<file path="config.mk">
export PLATFORM = sky130hd
export DESIGN_NAME = parking_lot_controller
export DESIGN_NICKNAME = d
export VERILOG_FILES = /design/src/rtl/parking_lot_controller.sv
export SDC_FILE = /design/constraint.sdc
export NUM_CORES = 1
export LEC_CHECK = 0
export CORE_MARGIN = 1
export CORE_UTILIZATION = 54
export DETAILED_ROUTE_END_ITERATION = 7
export PLACE_DENSITY_LB_ADDON = 0.2
export SLEW_MARGIN = 20
export SYNTH_ARGS = -nofsm -noshare
export SYNTH_HDL_FRONTEND = slang
export SYNTH_SLANG_ARGS = --single-unit
</file>
<file path="constraint.sdc">
create_clock -name clk -period 2.75 [get_ports clk]
set_input_delay 0.6875 -clock clk [delete_from_list [all_inputs] [get_ports clk]]
set_output_delay 0.6875 -clock clk [all_outputs]
set_load 0.05 [all_outputs]
</file>
<file path="src/rtl/parking_lot_controller.sv">
// Gate sequencer for a single-lane lot: decodes a/b beam sequences into one-cycle
// up/down counter commands and flags full, empty and illegal sequences.
module parking_lot_controller #(
  parameter int WIDTH    = 4,
  parameter int CAPACITY = 15
) (
  input  logic             clk,
  input  logic             reset,
  input  logic             a,
  input  logic             b,
  input  logic [WIDTH-1:0] count,
  output logic             up,
  output logic             down,
  output logic             enable,
  output logic             full,
  output logic             empty,
  output logic             err
);

  typedef enum logic [2:0] {
    IDLE, EN1, EN2, EN3, EX1, EX2, EX3, RECOVER
  } state_t;

  state_t     state, state_next;
  logic       a_m, b_m, a_s, b_s;
  logic [1:0] ab;
  logic       up_n, down_n, enable_n, err_n, illegal;

  // Two-flop synchronizers; the sensors are asynchronous to clk.
  // NOTE: sequential state uses non-blocking assignments so every flop samples
  // pre-edge values regardless of statement order.
  always_ff @(posedge clk or posedge reset) begin
    if (reset) begin
      a_m <= 1'b0;
      b_m <= 1'b0;
      a_s <= 1'b0;
      b_s <= 1'b0;
    end else begin
      a_m <= a;
      b_m <= b;
      a_s <= a_m;
      b_s <= b_m;
    end
  end

  assign ab    = {a_s, b_s};
  assign full  = (count == WIDTH'(CAPACITY));
  assign empty = (count == '0);

  // NOTE: every combinational output gets a default first so no path leaves it
  // unassigned, which would infer a latch.
  always_comb begin
    state_next = state;
    up_n       = 1'b0;
    down_n     = 1'b0;
    enable_n   = 1'b0;
    err_n      = 1'b0;
    illegal    = 1'b0;
    case (state)
      IDLE: case (ab)
        2'b10:   state_next = EN1;
        2'b01:   state_next = EX1;
        2'b11:   illegal    = 1'b1;
        default: state_next = IDLE;
      endcase
      EN1: case (ab)
        2'b10:   state_next = EN1;
        2'b11:   state_next = EN2;
        2'b00:   state_next = IDLE;
        default: illegal    = 1'b1;
      endcase
      EN2: case (ab)
        2'b11:   state_next = EN2;
        2'b01:   state_next = EN3;
        2'b10:   state_next = EN1;
        default: illegal    = 1'b1;
      endcase
      EN3: case (ab)
        2'b01:   state_next = EN3;
        2'b11:   state_next = EN2;
        2'b00: begin
          state_next = IDLE;
          // A full lot rejects the entry without touching the counter.
          if (!full) begin
            up_n     = 1'b1;
            enable_n = 1'b1;
          end else begin
            err_n = 1'b1;
          end
        end
        default: illegal = 1'b1;
      endcase
      EX1: case (ab)
        2'b01:   state_next = EX1;
        2'b11:   state_next = EX2;
        2'b00:   state_next = IDLE;
        default: illegal    = 1'b1;
      endcase
      EX2: case (ab)
        2'b11:   state_next = EX2;
        2'b10:   state_next = EX3;
        2'b01:   state_next = EX1;
        default: illegal    = 1'b1;
      endcase
      EX3: case (ab)
        2'b10:   state_next = EX3;
        2'b11:   state_next = EX2;
        2'b00: begin
          state_next = IDLE;
          if (!empty) begin
            down_n   = 1'b1;
            enable_n = 1'b1;
          end else begin
            err_n = 1'b1;
          end
        end
        default: illegal = 1'b1;
      endcase
      RECOVER: if (ab == 2'b00) state_next = IDLE;
      default: state_next = IDLE;
    endcase
    if (illegal) begin
      state_next = RECOVER;
      err_n      = 1'b1;
    end
  end

  always_ff @(posedge clk or posedge reset) begin
    if (reset) begin
      state  <= IDLE;
      up     <= 1'b0;
      down   <= 1'b0;
      enable <= 1'b0;
      err    <= 1'b0;
    end else begin
      state  <= state_next;
      up     <= up_n;
      down   <= down_n;
      enable <= enable_n;
      err    <= err_n;
    end
  end

endmodule

</file>
==> flow_summary_export.csv, run 1 <==
group,metric,value,unit
detailed_routing,drc_errors,0,
floorplanning,fp.coreArea,1330,sq um
place,io_buffers,13,
pwr,finalPower,0.801,mW
place,place.detailed.hpwl,1.11,mm
logic_synthesis,syn_inst,80,
clock_network,postCtsHoldBufs,0,
pwr,p_per_area,849,nW/um^2
clock_network,clkTransAtPathRegs,70,ps
layout,nFillCells,110,
pwr,p_sw,0.345,mW
sta,skew,1.12,ps
clock_network,post_cts_resized,0,
sta,finalSetupTns,0,ps
critical_path,crit_chain,"clkdlybuf4s50_1, nor4_2, buf_12",
layout,finalNonFillerCells,107,
floorplanning,fp.dieArea,1620,sq um
pwr,intPower,0.457,mW
grt,antenna_found_initial,0,
run_status,status,"completed",
sta,setup_ws,232,ps
critical_path,crit_arrival,1830,ps
clock_network,cts_setup_buffers,0,
critical_path,cpPeakStageDelay,500,ps
floorplanning,fp-row-count,13,
critical_path,path_max_fanout,3,
logic_synthesis,ys_seq_area_share,34.9,%
grt,grt_pass1_wl,2.36,mm
pwr,power_frac_seq,38.1,%
sta,hold_viol_final,0,
logic_synthesis,synth_fp_nets,93,
clock_network,cts-root-buf,"clkbuf_4",
pwr,sw_frac_of_total,43.0,%
clock_network,clockBufferDepth,2,
critical_path,slowest_stage,"nor4_2",
sta,rsz0062_at_grt,"no",
critical_path,path_class,"input pin to primary output",
clock_network,h-tree-depth,1,
floorplanning,start_util,59.2,%
min_path,min_path_type,"flop to flop",
clock_network,clk_latency,270,ps
layout,fin_nets,106,
layout,final_area,943,sq um
pwr,pwr-share-clk,14.3,%
detailed_routing,postRouteAntennaNets,0,
critical_path,critPathTopFamily,"buffers and inverters",
sta,tightest_slew,608,ps
place,place.gp.congestion,0.778,
grt,grt_usage,22.1,%
flow_run,maxCapViolations,0,
layout,multi_input_area,454,sq um
logic_synthesis,synth.distinct_cells,37,
sta,finalMaxSlewViolations,0,
floorplanning,ios,14,
floorplanning,dieWidth,40.2,um
layout,fin_util,70.7,%
logic_synthesis,syn-mean-instance-area,9.87,sq um
layout,regArea,275,sq um
layout,final_cell_mix,"11 x dfrtp_1, 11 x clkdlybuf4s50_1",
sta,slew_headroom,59.5,%
critical_path,end_kind,"primary output",
place,place_area,917,sq um
critical_path,critPathBufInv,2,
sta,period_needed,2520,ps
grt,first_global_vias,536,
sta,period_share,91.6,%
pwr,max-vdd-ir-drop,0.610,mV
sta,setup_viol,0,
pwr,combPwrFrac,47.6,%
grt,grt_max_degree,21,
logic_synthesis,ys_ff_latch,11,
sta,hold_slack,351,ps
clock_network,cts_tree,"done",
critical_path,crit_path_start_kind,"input pin",
clock_network,cts_buffers,3,
detailed_routing,drt_iter0_markers,13,
floorplanning,die_y,40.2,um
layout,antenna_cells,0,
logic_synthesis,synthesis.area,790,sq um
critical_path,cp.required,2060,ps
logic_synthesis,yosysWarningCount,0,
place,pre_cts_ws,234,ps
layout,layout-drive-gt1-share,9.78,%
pwr,leakagePower,0.396,nW
detailed_routing,via_per_inst,5.81,
layout,syn_to_final_growth,19.5,%
detailed_routing,wl_per_cell,14.3,um
grt,overflow,0,
place,place_inst,103,
detailed_routing,vias,622,
sta,max_freq,0.397,GHz
detailed_routing,wl,1.53,mm
detailed_routing,drt-pass1-iter-count,4,
clock_network,cts.sinks,11,
-- worst paths after layout --
kind	startpoint	end	slack [ps]	cells after the start
worst max-delay path	count[1]	empty	230	3
worst min-delay path	a_m	a_s	350	0
worst max register to register	a_s	state[2]	800	6
worst min register to register	a_m	a_s	350	0
max in group asynchronous	reset	state[2]	1760	2
min in group asynchronous	reset	enable	700	2
-- power groups by stage --
stage                     sequential, mW  clock [mW]  combinational (mW)
after CTS                          0.302       0.119               0.382
after global placement             0.304           0               0.369
after detailed placement           0.305           0               0.379
after global routing               0.319       0.123               0.415
after floorplan                    0.265           0               0.379
final                              0.305       0.115               0.382
-- final cells by class --
| class | instances | share of cell area, % |
|---|---|---|
| inverter | 5 | 1.99 |
| multi-input combinational | 59 | 48.1 |
| sequential | 11 | 29.2 |
| timing repair buffer | 13 | 15.9 |
| clock buffer | 4 | 2.79 |
| tap | 15 | 1.99 |
-- cell families (layout without fill, tap and decap cells) --
logic type | after synthesis | after routing | share of synthesized area [%]
buffers and inverters | 10 | 22 | 8.40
and+or+nand+nor | 32 | 32 | 25.2
muxes | 5 | 5 | 7.92
adders and majority gates | 5 | 5 | 7.92
DFF | 11 | 11 | 34.9
AOI/OAI and AO/OA | 17 | 17 | 15.7
-- registers in the layout (all words and copies together), names as in the netlist --
register	count
b_s	1
down	1
b_m	1
up	1
err	1
state	3
enable	1
a_s	1
a_m	1
-- synth_stat cells --
cell type / instances / share of area (%)
a221o_2: 1 / 1.4
nor4b_1: 2 / 2.2
a21oi_1: 2 / 1.3
buf_4: 1 / 0.95
buf_6: 1 / 1.4
and2_1: 1 / 0.79
nand3b_1: 3 / 2.9
buf_2: 2 / 1.3
mux4_2: 1 / 2.9
bufbuf_8: 1 / 2.4
inv_1: 5 / 2.4
o21ai_1: 1 / 0.63
a21boi_1: 1 / 0.95
nor3_1: 1 / 0.63
or2_1: 1 / 0.79
nor3b_1: 3 / 2.9
mux2i_1: 4 / 5.1
a32oi_1: 2 / 2.2
ha_1: 5 / 7.9
nor2_1: 2 / 0.95
o21ai_0: 2 / 1.3
nand2b_1: 5 / 4.0
nor2b_1: 4 / 3.2
nand2_1: 5 / 2.4
or3b_1: 1 / 1.1
a31o_2: 1 / 1.1
o311ai_0: 1 / 1.1
a22oi_1: 1 / 0.95
nor4_1: 2 / 1.6
and3_1: 1 / 0.79
o21a_1: 1 / 0.95
a31oi_1: 1 / 0.79
a21boi_0: 1 / 0.95
o21bai_1: 1 / 0.95
a2bb2oi_1: 1 / 1.1
dfrtp_1: 11 / 35
and4_1: 1 / 1.1
-- per-layer routing --
| layer | track usage, % | wire length (um) | vias up |
|---|---|---|---|
| li1 | - | - | 314 |
| met1 | 30.7 | 728 | 293 |
| met2 | 34.7 | 725 | 13 |
| met3 | 5.56 | 64 | 2 |
| met4 | 5.00 | 14 | 0 |
| met5 | 0 | 0 | - |
Note: power is estimated with default switching activity, not from simulation.
==> run 2: changes to the inputs <==
HOLD_SLACK_MARGIN = 0.08   (was not set)
==> results of run 2 <==
Same layout as run 1: the final DEF is identical, and so are final timing and power.
==> RTL edit: new RTL, settings of run 2 <==
`WIDTH`: 4 -> 3.
--- a/src/rtl/parking_lot_controller.sv
+++ b/src/rtl/parking_lot_controller.sv
@@ -3,3 +3,3 @@
 module parking_lot_controller #(
-  parameter int WIDTH    = 4,
+  parameter int WIDTH    = 3,
   parameter int CAPACITY = 15
Ports: changed (resized count); port bits go from 14 to 13. No check against the original RTL was run, so the function may have changed too.
==> RTL edit against run 2 <==
- final area is 6.1% lower
- critical path type unchanged
- sequential share of layout area is 1.9 points higher
- combinational power is 3% higher
- final cell count is 2.8% lower
- global-route usage is 0.23 points higher
- total power is 0.64% lower
- clock skew is 0.0022 ns higher
- synthesized area is 8.1% lower
- sequential power is 3% lower
- worst setup slack better by 0.073 ns
- sequential cell count stayed put
- via count is 4.7% lower
- wire length is 10% lower
==> RTL edit: results (changes against run 2) <==
| Metric | Value |
|---|---|
| Max rail drop VDD | `0.598 mV (-1.9%)` |
| Average routed wire per standard cell | `13.3 um (-7.5%)` |
| Slowest CP cell | `sky130_fd_sc_hd__nor3_1` |
| Worst Reg-to-Reg Cells | `7 (+1)` |
| Worst reg2reg startpoint | `a_s` |
| Syn nets | `90 (-3.2%)` |
| Largest net degree at the start of global routing | `19 (-9.5%)` |
| Sequential-to-total area share from yosys stat | `37.9% (+3.1 points)` |
| Delay of the slowest cell on the worst path | `0.45 ns (-0.05 ns)` |
| Last weighted congestion value of the routability-driven placer | `0.735 (-5.5%)` |
| Detailed-route via count | `593 (-4.7%)` |
| Crit path arrival time | `1.76 ns (-0.07 ns)` |
| Result of the run | `finished clean` |
| Net switching fraction of the power | `43.7% (+0.75 points)` |
| Combined global-route utilization of all metal layers | `22.3% (+0.23 points)` |
| Dpl cell area | `860 um^2 (-6.3%)` |
| Leakage power summed over all cells | `0.398 nW (+0.53%)` |
| Fill cells | `89 (-19%)` |
| Least-Margin Pin Slew | `0.500 ns (-0.109 ns)` |
| Number of DRC violations after detailed-routing iteration 0 | `9 (-4)` |
| Fraction of layout instances using a drive strength above 1 | `7.78% (-2.0 points)` |
| Leading cell types by count after synthesis | `sky130_fd_sc_hd__dfrtp_1, sky130_fd_sc_hd__a21oi_1, sky130_fd_sc_hd__nand2_1` |
| # port buffers | `12 (-1)` |
| Average via count per standard cell | `5.70 (-1.9%)` |
| Total number of nets in the final design | `103 (-2.8%)` |
| HPWL reported at the end of detailed placement | `972 um (-12%)` |
| Post-Syn Instances | `78 (-2.5%)` |
| Number of global-route vias before repair | `521 (-2.8%)` |
-- RTL edit: worst min path at each step --
stage | to | slack, ns | cells after the start
finish | a_s | 0.35 | 0
global route | a_s | 0.36 | 0
CTS | a_s | 0.35 | 0
detailed placement | a_s | 0.33 | 0
global placement | b_s | 0.33 | 0
floorplan | a_s | 0.33 | 0
-- RTL edit: cell type report --
class / instances / share of cell area [%]
inverters: 5 / 2.12
flip-flops and latches: 11 / 31.1
repair buffers: 12 / 15.8
well taps: 14 / 1.98
clock buffers: 4 / 2.97
multi-input cells: 58 / 46.0
-- RTL edit: stage by stage --
stage | total power, mW | setup slack, ns
3_5_place_dp | 0.688 | 0.313
6_report | 0.796 | 0.305
3_3_place_gp | 0.678 | 0.361
4_1_cts | 0.801 | 0.286
2_1_floorplan | 0.616 | 0.197
5_1_grt | 0.852 | 0.242
-- RTL edit: cells by family (layout without fill, tap and decap cells) --
logic type,Yosys count,in the layout,share of synthesized area [%]
AOI/OAI and AO/OA,21,21,19.1
muxes,4,4,5.69
DFF,11,11,37.9
adders and majority gates,5,5,8.62
and+or+nand+nor,28,28,22.8
buffers and inverters,9,21,5.86
-- RTL edit: metal layers --
| metal | vias to the layer above | GRT usage (%) | part of all wire, % |
|---|---|---|---|
| li1 | 306 | - | - |
| met1 | 265 | 29.3 | 49 |
| met2 | 18 | 33.3 | 45 |
| met3 | 4 | 3.47 | 3.7 |
| met4 | 0 | 15.5 | 2.2 |
| met5 | - | 0 | 0 |
-- RTL edit: critical path: cells and delay by family --
| family | cells | cell delay [ns] |
|---|---|---|
| buffers and inverters | 2 | 0.61 |
| and+or+nand+nor | 1 | 0.45 |
-- RTL edit: power groups by stage --
stage	clock [mW]	sequential [mW]	combinational [mW]
detailed placement	0	0.295	0.393
global route	0.117	0.302	0.432
floorplan	0	0.268	0.348
global placement	0	0.293	0.385
finish	0.106	0.297	0.393
CTS	0.112	0.294	0.396
